$ cat src/rtl/hazard_control_unit_pkg.sv
// Shared core definitions for the hazard controller slice.
//   REG_ADDR_W   : register-file address width
//   fwd_sel_t    : operand forwarding select (RF / W / M)
//   mem_state_t  : data-memory wait FSM state encoding
package core_pkg;

   localparam int unsigned REG_ADDR_W = 5;

   typedef enum logic [1:0] {
      FWD_RF = 2'b00,
      FWD_W  = 2'b01,
      FWD_M  = 2'b10
   } fwd_sel_t;

   typedef enum logic {
      RUN  = 1'b0,
      WAIT = 1'b1
   } mem_state_t;

endpackage

$ cat src/rtl/hazard_control_unit_if.sv
// Hazard bus between the pipeline datapath and the hazard controller.
//   master : datapath side; drives stage register fields and the dmem handshake,
//            receives forwarding selects, stalls, flushE and memErr
//   slave  : hazard controller side; the mirror image of master
interface hazard_control_unit_if
   import core_pkg::*;
#(
   parameter int unsigned AW = core_pkg::REG_ADDR_W
);
   logic [AW-1:0] rsD, rtD, rsE, rtE, writeRegE, writeRegM, writeRegW;
   logic          branchD, regWriteE, memToRegE, regWriteM, memToRegM, regWriteW;
   logic          dmemReqM, dmemReadyM;
   logic [1:0]    forwardAE, forwardBE;
   logic          forwardAD, forwardBD;
   logic          stallF, stallD, stallE, stallM, flushE, memErr;

   modport master (
      output rsD, rtD, rsE, rtE, writeRegE, writeRegM, writeRegW,
      output branchD, regWriteE, memToRegE, regWriteM, memToRegM, regWriteW,
      output dmemReqM, dmemReadyM,
      input  forwardAE, forwardBE, forwardAD, forwardBD,
      input  stallF, stallD, stallE, stallM, flushE, memErr
   );

   modport slave (
      input  rsD, rtD, rsE, rtE, writeRegE, writeRegM, writeRegW,
      input  branchD, regWriteE, memToRegE, regWriteM, memToRegM, regWriteW,
      input  dmemReqM, dmemReadyM,
      output forwardAE, forwardBE, forwardAD, forwardBD,
      output stallF, stallD, stallE, stallM, flushE, memErr
   );
endinterface

$ cat src/rtl/hazard_control_unit_mem_wait_fsm.sv
// Data-memory wait FSM with timeout counter and sticky error flag.
//   clk, reset (async, active-low)
//   dmemReqM, dmemReadyM : memory-stage request / completion handshake
//   memStall             : freeze the pipe while an access is outstanding
//   memErr               : sticky, set when MEM_TIMEOUT wait cycles pass without ready
module mem_wait_fsm
   import core_pkg::*;
#(
   parameter int unsigned MEM_TIMEOUT = 16
)(
   input  logic clk,
   input  logic reset,
   input  logic dmemReqM,
   input  logic dmemReadyM,
   output logic memStall,
   output logic memErr
);
   localparam int unsigned    CNT_W   = $clog2(MEM_TIMEOUT + 1);
   localparam logic [CNT_W-1:0] CNT_MAX = CNT_W'(MEM_TIMEOUT);

   mem_state_t       state_q, state_d;
   logic [CNT_W-1:0] cnt_q, cnt_d;
   logic             err_d;
   logic             timeout;

   // The counter reaching MEM_TIMEOUT means that many WAIT cycles have passed;
   // that cycle is no longer stalled and the access is abandoned.
   assign timeout = (state_q == WAIT) && (cnt_q == CNT_MAX);

   always_ff @(posedge clk or negedge reset) begin
      if (!reset) begin
         state_q <= RUN;
         cnt_q   <= '0;
         memErr  <= 1'b0;
      end else begin
         state_q <= state_d;
         cnt_q   <= cnt_d;
         memErr  <= err_d;
      end
   end

   always_comb begin
      state_d = state_q;
      cnt_d   = cnt_q;
      err_d   = memErr;
      unique case (state_q)
         RUN: begin
            cnt_d = '0;
            if (dmemReqM && !dmemReadyM) begin
               state_d = WAIT;
               cnt_d   = CNT_W'(1);
            end
         end
         WAIT: begin
            if (dmemReadyM) begin
               // ready wins over a simultaneous timeout
               state_d = RUN;
               cnt_d   = '0;
            end else if (timeout) begin
               state_d = RUN;
               cnt_d   = '0;
               err_d   = 1'b1;
            end else if (cnt_q != CNT_MAX) begin
               cnt_d = cnt_q + CNT_W'(1);
            end
         end
         default: begin
            state_d = RUN;
            cnt_d   = '0;
         end
      endcase
   end

   always_comb begin
      memStall = 1'b0;
      if (state_q == RUN)
         memStall = dmemReqM && !dmemReadyM;
      else
         memStall = !dmemReadyM && !timeout;
   end
endmodule

$ cat src/rtl/hazard_control_unit.sv
// Pipeline hazard controller for the 5-stage MIPS core.
//   clk, reset (async, active-low)
//   hz (slave)  : stage register fields and dmem handshake in; forwarding selects,
//                 stallF/D/E/M, flushE and memErr out
//   stallCnt, flushCnt : performance counters, present only when
//                        HAZARD_PERF_CNT_EN is defined
module hazard_control_unit
   import core_pkg::*;
#(
   parameter int unsigned REG_ADDR_W  = core_pkg::REG_ADDR_W,
   parameter int unsigned MEM_TIMEOUT = 16
`ifdef HAZARD_PERF_CNT_EN
   ,
   parameter int unsigned PERF_CNT_W  = 32
`endif
)(
   input  logic                  clk,
   input  logic                  reset,
   hazard_control_unit_if.slave  hz
`ifdef HAZARD_PERF_CNT_EN
   ,
   output logic [PERF_CNT_W-1:0] stallCnt,
   output logic [PERF_CNT_W-1:0] flushCnt
`endif
);
   logic [REG_ADDR_W-1:0] rsD, rtD, rsE, rtE, wrE, wrM, wrW;
   logic                  lwStall, brStall, memStall;
   fwd_sel_t              fwdA, fwdB;

   assign rsD = hz.rsD;
   assign rtD = hz.rtD;
   assign rsE = hz.rsE;
   assign rtE = hz.rtE;
   assign wrE = hz.writeRegE;
   assign wrM = hz.writeRegM;
   assign wrW = hz.writeRegW;

   mem_wait_fsm #(.MEM_TIMEOUT(MEM_TIMEOUT)) u_mem_wait (
      .clk        (clk),
      .reset      (reset),
      .dmemReqM   (hz.dmemReqM),
      .dmemReadyM (hz.dmemReadyM),
      .memStall   (memStall),
      .memErr     (hz.memErr)
   );

   assign lwStall = hz.memToRegE && (rtE != '0) && ((rtE == rsD) || (rtE == rtD));
   assign brStall = hz.branchD &&
                    ((hz.regWriteE && (wrE != '0) && ((wrE == rsD) || (wrE == rtD))) ||
                     (hz.memToRegM && (wrM != '0) && ((wrM == rsD) || (wrM == rtD))));

   always_comb begin
      fwdA = FWD_RF;
      fwdB = FWD_RF;
      if (hz.regWriteM && (rsE != '0) && (rsE == wrM))      fwdA = FWD_M;
      else if (hz.regWriteW && (rsE != '0) && (rsE == wrW)) fwdA = FWD_W;
      if (hz.regWriteM && (rtE != '0) && (rtE == wrM))      fwdB = FWD_M;
      else if (hz.regWriteW && (rtE != '0) && (rtE == wrW)) fwdB = FWD_W;
   end

   // Outputs are forced to their reset values combinationally while reset is low.
   always_comb begin
      hz.forwardAE = FWD_RF;
      hz.forwardBE = FWD_RF;
      hz.forwardAD = 1'b0;
      hz.forwardBD = 1'b0;
      hz.stallF    = 1'b0;
      hz.stallD    = 1'b0;
      hz.stallE    = 1'b0;
      hz.stallM    = 1'b0;
      hz.flushE    = 1'b0;
      if (!reset) begin
         hz.flushE = 1'b1;
      end else begin
         hz.forwardAE = fwdA;
         hz.forwardBE = fwdB;
         hz.forwardAD = hz.regWriteM && (rsD != '0) && (rsD == wrM);
         hz.forwardBD = hz.regWriteM && (rtD != '0) && (rtD == wrM);
         if (memStall) begin
            hz.stallF = 1'b1;
            hz.stallD = 1'b1;
            hz.stallE = 1'b1;
            hz.stallM = 1'b1;
         end else if (lwStall || brStall) begin
            hz.stallF = 1'b1;
            hz.stallD = 1'b1;
            hz.flushE = 1'b1;
         end
      end
   end

`ifdef HAZARD_PERF_CNT_EN
   always_ff @(posedge clk or negedge reset) begin
      if (!reset) begin
         stallCnt <= '0;
         flushCnt <= '0;
      end else begin
         if (hz.stallF) stallCnt <= stallCnt + 1'b1;
         if (hz.flushE) flushCnt <= flushCnt + 1'b1;
      end
   end
`endif
endmodule

$ cat src/flat_wrapper.sv
// flat-port wrapper written by rule: the top's interface ports become plain ports
module hazard_control_unit_flat import core_pkg::*;
#(
   parameter int unsigned REG_ADDR_W  = core_pkg::REG_ADDR_W,
   parameter int unsigned MEM_TIMEOUT = 16

)
  (clk, reset, hz_rsD, hz_rtD, hz_rsE, hz_rtE, hz_writeRegE, hz_writeRegM, hz_writeRegW, hz_branchD, hz_regWriteE, hz_memToRegE, hz_regWriteM, hz_memToRegM, hz_regWriteW, hz_dmemReqM, hz_dmemReadyM, hz_forwardAE, hz_forwardBE, hz_forwardAD, hz_forwardBD, hz_stallF, hz_stallD, hz_stallE, hz_stallM, hz_flushE, hz_memErr);
  hazard_control_unit_if hz_i ();
  input  logic clk;
  input  logic reset;
  input wire logic [$bits(hz_i.rsD)-1:0] hz_rsD;
  input wire logic [$bits(hz_i.rtD)-1:0] hz_rtD;
  input wire logic [$bits(hz_i.rsE)-1:0] hz_rsE;
  input wire logic [$bits(hz_i.rtE)-1:0] hz_rtE;
  input wire logic [$bits(hz_i.writeRegE)-1:0] hz_writeRegE;
  input wire logic [$bits(hz_i.writeRegM)-1:0] hz_writeRegM;
  input wire logic [$bits(hz_i.writeRegW)-1:0] hz_writeRegW;
  input wire logic [$bits(hz_i.branchD)-1:0] hz_branchD;
  input wire logic [$bits(hz_i.regWriteE)-1:0] hz_regWriteE;
  input wire logic [$bits(hz_i.memToRegE)-1:0] hz_memToRegE;
  input wire logic [$bits(hz_i.regWriteM)-1:0] hz_regWriteM;
  input wire logic [$bits(hz_i.memToRegM)-1:0] hz_memToRegM;
  input wire logic [$bits(hz_i.regWriteW)-1:0] hz_regWriteW;
  input wire logic [$bits(hz_i.dmemReqM)-1:0] hz_dmemReqM;
  input wire logic [$bits(hz_i.dmemReadyM)-1:0] hz_dmemReadyM;
  output wire logic [$bits(hz_i.forwardAE)-1:0] hz_forwardAE;
  output wire logic [$bits(hz_i.forwardBE)-1:0] hz_forwardBE;
  output wire logic [$bits(hz_i.forwardAD)-1:0] hz_forwardAD;
  output wire logic [$bits(hz_i.forwardBD)-1:0] hz_forwardBD;
  output wire logic [$bits(hz_i.stallF)-1:0] hz_stallF;
  output wire logic [$bits(hz_i.stallD)-1:0] hz_stallD;
  output wire logic [$bits(hz_i.stallE)-1:0] hz_stallE;
  output wire logic [$bits(hz_i.stallM)-1:0] hz_stallM;
  output wire logic [$bits(hz_i.flushE)-1:0] hz_flushE;
  output wire logic [$bits(hz_i.memErr)-1:0] hz_memErr;
  assign hz_i.rsD = hz_rsD;
  assign hz_i.rtD = hz_rtD;
  assign hz_i.rsE = hz_rsE;
  assign hz_i.rtE = hz_rtE;
  assign hz_i.writeRegE = hz_writeRegE;
  assign hz_i.writeRegM = hz_writeRegM;
  assign hz_i.writeRegW = hz_writeRegW;
  assign hz_i.branchD = hz_branchD;
  assign hz_i.regWriteE = hz_regWriteE;
  assign hz_i.memToRegE = hz_memToRegE;
  assign hz_i.regWriteM = hz_regWriteM;
  assign hz_i.memToRegM = hz_memToRegM;
  assign hz_i.regWriteW = hz_regWriteW;
  assign hz_i.dmemReqM = hz_dmemReqM;
  assign hz_i.dmemReadyM = hz_dmemReadyM;
  assign hz_forwardAE = hz_i.forwardAE;
  assign hz_forwardBE = hz_i.forwardBE;
  assign hz_forwardAD = hz_i.forwardAD;
  assign hz_forwardBD = hz_i.forwardBD;
  assign hz_stallF = hz_i.stallF;
  assign hz_stallD = hz_i.stallD;
  assign hz_stallE = hz_i.stallE;
  assign hz_stallM = hz_i.stallM;
  assign hz_flushE = hz_i.flushE;
  assign hz_memErr = hz_i.memErr;
  hazard_control_unit #(.REG_ADDR_W(REG_ADDR_W), .MEM_TIMEOUT(MEM_TIMEOUT)) u_core (.clk(clk), .reset(reset), .hz(hz_i));
endmodule
$ cat config.mk
export PLATFORM = sky130hd
export DESIGN_NAME = hazard_control_unit_flat
export DESIGN_NICKNAME = d
export VERILOG_FILES = /design/src/rtl/hazard_control_unit_pkg.sv /design/src/rtl/hazard_control_unit_if.sv /design/src/rtl/hazard_control_unit_mem_wait_fsm.sv /design/src/rtl/hazard_control_unit.sv /design/src/flat_wrapper.sv
export SDC_FILE = /design/constraint.sdc
export NUM_CORES = 1
export LEC_CHECK = 0
export ABC_CLOCK_PERIOD_IN_PS = 2100
export BUFFER_PORTS_ARGS = -buffer_cell sky130_fd_sc_hd__buf_2
export CORE_MARGIN = 5
export CORE_UTILIZATION = 30
export DETAILED_ROUTE_END_ITERATION = 8
export SYNTH_ARGS = -nofsm -noshare
export SYNTH_HDL_FRONTEND = slang
export SYNTH_SLANG_ARGS = --single-unit
$ cat constraint.sdc
create_clock -name clk -period 2.1 [get_ports clk]
set_input_delay 0.21 -clock clk [delete_from_list [all_inputs] [get_ports clk]]
set_output_delay 0.21 -clock clk [all_outputs]
set_load 0.03 [all_outputs]
# Yosys cells after proc, flatten, opt, wreduce, memory -nomap -nowiden
# Index checks and enable logic that the tools add are counted.
# Widths: inputs -> output; s select.
# classes
add_sub_neg,1
eq_ne,15
mux,25
bitwise,2
reduce_logical,36
# op_table
cell,n
$eq 5x5->1,12
$reduce_bool 5->1,6
$logic_and 1x1->1,22
$mux 1,16
$mux 5,3
$pmux 5 s2,1
$mux 2,4
$add 5x1->5 const B,1
$eq 5x5->1 const B,1
$logic_or 1x1->1,5
$ne 5x5->1 const B,1
$ne 4x2->1 const B,1
$reduce_and 3->1,1
$logic_not 1->1,2
$not 1->1,2
$pmux 1 s2,1
# totals
register_bits,7
inputBits,45
output_inout_bits,12

# Logic depth before layout (Yosys ltp)
# logic_depth
word_depth,9
ltp_mapped,8
depth_no_buf,7

# By module
# A second synthesis with hierarchy kept.
# hier_totals
cells_unflattened,139
area_unflattened_um2,1174.9
# by_module_without_submodules
module,n_inst,cells_each,area_each_um2,seq_area_each_um2
hazard_control_unit,1,107,813.3,0.0
mem_wait_fsm,1,32,361.6,175.2

# Least setup slack after synthesis
# No wires, ideal clock.
# synth_timing
kind,in2out
from,input hz_rtE[1]
to,output hz_forwardBE[0]
t_arrival_ps,2041
required_time_ps,1890
setup_slack_ps,-151
cell_stages,5
cell_sequence,buf_2 > or4_4 > nor2_4 > nor4_1 > nor4_1
# synth_via
elab_chain_len,6
elab_cells_between_ends,10
classes_between,eq/ne: 2; mux: 3; reduce/logical: 5
# synth_lines
item,line,text
"start, declared",flat_wrapper.sv:15,input wire logic [$bits(hz_i.rtE)-1:0] hz_rtE;
$reduce_bool 5->1,"hazard_control_unit.sv:57, hazard_control_unit.sv:58",
$logic_and 1x1->1 (2 in a row),hazard_control_unit.sv:58,else if (hz.regWriteW && (rtE != '0) && (rtE == wrW)) fwdB = FWD_W;
$mux 1,hazard_control_unit.sv:58,
$mux 2 *,hazard_control_unit.sv:57,if (hz.regWriteM && (rtE != '0) && (rtE == wrM)) fwdB = FWD_M;
$mux 2 *,hazard_control_unit.sv:72,if (!reset) begin
"end, declared",flat_wrapper.sv:28,output wire logic [$bits(hz_i.forwardBE)-1:0] hz_forwardBE;
# Every way passes the cells marked *; elsewhere a longest branch is shown, timed or not.

# Worst setup path after layout
# layout_timing
from,input hz_writeRegE[1]
to,output hz_stallD
# layout_via
elab_chain_len,9
elab_cells_between_ends,12
classes_between,eq/ne: 2; mux: 3; reduce/logical: 7
# layout_lines
item,line,text
"start, declared",flat_wrapper.sv:16,input wire logic [$bits(hz_i.writeRegE)-1:0] hz_writeRegE;
$eq 5x5->1 / $reduce_bool 5->1 (equally long branches),hazard_control_unit.sv:49,((hz.regWriteE && (wrE != '0) && ((wrE == rsD) || (wrE == rtD))) ||
$logic_or 1x1->1 / $logic_and 1x1->1 (equally long branches),hazard_control_unit.sv:49,
$logic_and 1x1->1 *,hazard_control_unit.sv:49,
$logic_or 1x1->1 *,hazard_control_unit.sv:49,
$logic_and 1x1->1 *,hazard_control_unit.sv:48,assign brStall = hz.branchD &&
$logic_or 1x1->1 *,hazard_control_unit.sv:84,end else if (lwStall || brStall) begin
$mux 1 *,hazard_control_unit.sv:84,
$mux 1 *,hazard_control_unit.sv:79,if (memStall) begin
$mux 1 *,hazard_control_unit.sv:72,
"end, declared",flat_wrapper.sv:32,output wire logic [$bits(hz_i.stallD)-1:0] hz_stallD;
# Marks and branches as above.

==> qor.csv <==
stage,metric,value,unit
grt,antenna_found_initial,0,
sta,slew_headroom,0.701,
cells_and_area,seqCellArea,175,µm²
pwr,p_leak,0.000668,µW
yosys,yosysTopAreaCell,xnor2_1,
cts,path_clk_slew,40,ps
sta,finClkSkew,1.27,ps
cts,cts_root_buf,clkbuf_8,
yosys,synth_top_area_share,0.240,
run_status,status,"finished, final reports clean",
cts,cts_setup_buffers,0,
place,dp_hpwl,2690,µm
sta,hold_viol_final,0,
yosys,synth_area_leaders,"xnor2_1 (24%), xor2_1 (17%), dfrtp_1 (16%)",
grt,grt_pass1_wl,5310,µm
cells_and_area,final_util,0.414,
cells_and_area,fill_cells,419,
die,io_pins,57,
sta,grt_setup_unrepaired,no,
cts,clk_path_buf_depth,2,
cts,cts_made_buffers,3,
grt,grt_usage,0.130,
cts,cts.sinks,7,
place,placed_cells,239,
critical_path,worstSetupPathType,input port to primary output,
cells_and_area,fin_nets,244,
cts,clk_latency,230,ps
cells_and_area,fin_cells,244,
yosys,yosysWarnings,0,
critical_path,cp_max_fo,3,
yosys,ys_seq_elements,7,
critical_path,setup.worst_path.end_class,primary output,
critical_path,cp.arrival,1770,ps
grt,grt_pass1_vias,1189,
die,start_util,0.309,
sta,worstMarginPinSlew,445,ps
pwr,vdd_ir_drop_max,0.159,mV
detailed_routing,wl_per_cell,12.7,µm
critical_path,critPathRequiredTime,1890,ps
sta,setup-violations-final,0,
yosys,synthFlopType,dfrtp_1,
cells_and_area,multiInputGateArea,875,µm²
yosys,synth_cell_types,33,
yosys,ys_seq_area_frac,0.155,
job,maxCapViolCount,0,
die,die_w,71.4,µm
sta,drv_slew,0,
die,core-area,3660,µm²
sta,min_period,1980,ps
cells_and_area,area_growth,34.2,%
die,placement_rows,22,
pwr,pwr_density_cell,379,nW/µm²
yosys,syn_inst,140,
grt,overflow,0,
detailed_routing,routed_wl,3110,µm
place,io_buffers,56,
critical_path,startpoint_type,input port,
detailed_routing,vias_per_cell,4.58,
yosys,avgSynthCellArea,8.07,µm²
detailed_routing,antenna_left,0,
sta,period_share,0.942,
cells_and_area,drive_above_1_share,0.378,
place,gp_congestion,0.748,
yosys,synth_area,1130,µm²
detailed_routing,initialDrtViolationCount,40,
die,die_h,71.4,µm
yosys,synth_nets,187,
sta,clock.fmax,0.506,GHz
cts,cts_tree,yes,
grt,grt_max_degree,16,
cts,cts_resized,0,
detailed_routing,vias,1117,
detailed_routing,post-route-drc-count,0,
cts,htree_num_levels,1,
yosys,synth-edff-count,0,
die,dieArea,5090,µm²
yosys,synthArstFlopShare,1.00,
cells_and_area,diodes,0,
hold_path,hold_path_class,input port to flop,
detailed_routing,firstDrtPassIters,4,
sta,fin_setup_tns,0,ps
layout make-up:
| type | count | area share |
|---|---|---|
| timing repair buffer | 64 | 0.226 |
| clock buffer | 4 | 0.0297 |
| multi-input combinational | 116 | 0.577 |
| tap | 48 | 0.0396 |
| inverter | 5 | 0.0124 |
| sequential | 7 | 0.116 |
report_power, final:
group / internal (µW) / total [µW] / switching [µW]
clock network: 131 / 190 / 58.8
logic: 115 / 242 / 127
registers: 139 / 143 / 4.19
critical path: stages:
cell	delay (ps)
buf_2	120
or4_1	520
o211ai_1	160
a21oi_1	80
a311o_1	330
o21a_1	180
buf_2	170
path summary, 6_finish.rpt:
check | cells after the start | start | slack (ps) | endpoint
min reg2reg | 1 | u_core.u_mem_wait.memErr$_DFFE_PN0P_ | 460 | u_core.u_mem_wait.memErr$_DFFE_PN0P_
max | 7 | hz_writeRegE[1] | 120 | hz_stallD
min | 2 | hz_dmemReadyM | 170 | u_core.u_mem_wait.cnt_q[0]$_DFFE_PN0P_
min in group asynchronous | 2 | reset | 400 | u_core.u_mem_wait.cnt_q[2]$_DFFE_PN0P_
max reg2reg | 7 | u_core.u_mem_wait.cnt_q[0]$_DFFE_PN0P_ | 740 | u_core.u_mem_wait.cnt_q[2]$_DFFE_PN0P_
max in group asynchronous | 2 | reset | 1470 | u_core.u_mem_wait.cnt_q[1]$_DFFE_PN0P_
registers in the layout, indices dropped and copies added, names as in the netlist:
register,count
u_core.u_mem_wait.cnt_q,5
u_core.u_mem_wait.memErr,1
u_core.u_mem_wait.state_q,1
synthesized netlist by cell type, types with 2 or more instances:
master    instances
xnor2_1          31
xor2_1           22
nand3_1          10
nor2_1            9
nor3_1            8
dfrtp_1           7
buf_2             5
inv_1             4
nand4_1           4
nor4_1            4
or4_1             4
and2_1            3
clkbuf_1          3
a21oi_1           2
buf_4             2
buf_6             2
ha_1              2
nand2_1           2
or4_4             2
routing by layer:
layer  GRT usage  share of wire  vias up
li1            -              -      588
met1       0.150           0.43      491
met2       0.228           0.49       34
met3      0.0281          0.059        4
met4      0.0605          0.017        0
met5           0              0        -
stage by stage:
step	hold slack [ps]	worst slack (ps)	instance area, µm²	total power, µW
floorplan	-85.6	66.7	1140	296
global placement	110	132	1460	387
detailed placement	112	124	1460	389
CTS	165	115	1520	589
global route	179	22.7	1520	619
finish	169	122	1520	575
cells by family (layout without fill, tap and decap cells):
group	Yosys count	in the layout	share of synthesized area
simple gates	49	49	0.246
flops	7	7	0.155
buf+inv	17	73	0.0819
mux	1	1	0.00886
xor+xnor	53	53	0.411
compound gates	11	11	0.0753
fa+ha+maj	2	2	0.0221
what timing repair did:
item	4_1_cts	5_1_grt
hold endpoints to repair	7	0
setup endpoints to repair	0	0
hold buffers	1	0
cell usage in the layout, fill, tap and decap left out, types with 2 or more instances in the layout:
cell and instances:
buf_4 7, nor4_1 2, nand2_1 2, a21oi_1 2
xor2_1 22, ha_1 2, nor3_1 8, nor4_2 2
or4_1 4, and2_1 3, nand3_1 10, clkbuf_8 3
xnor2_1 31, dfrtp_1 7, or4_4 2, nand4_1 4
nor2_1 9, buf_2 56, inv_1 4
Note: power is estimated with default switching activity, not from simulation.
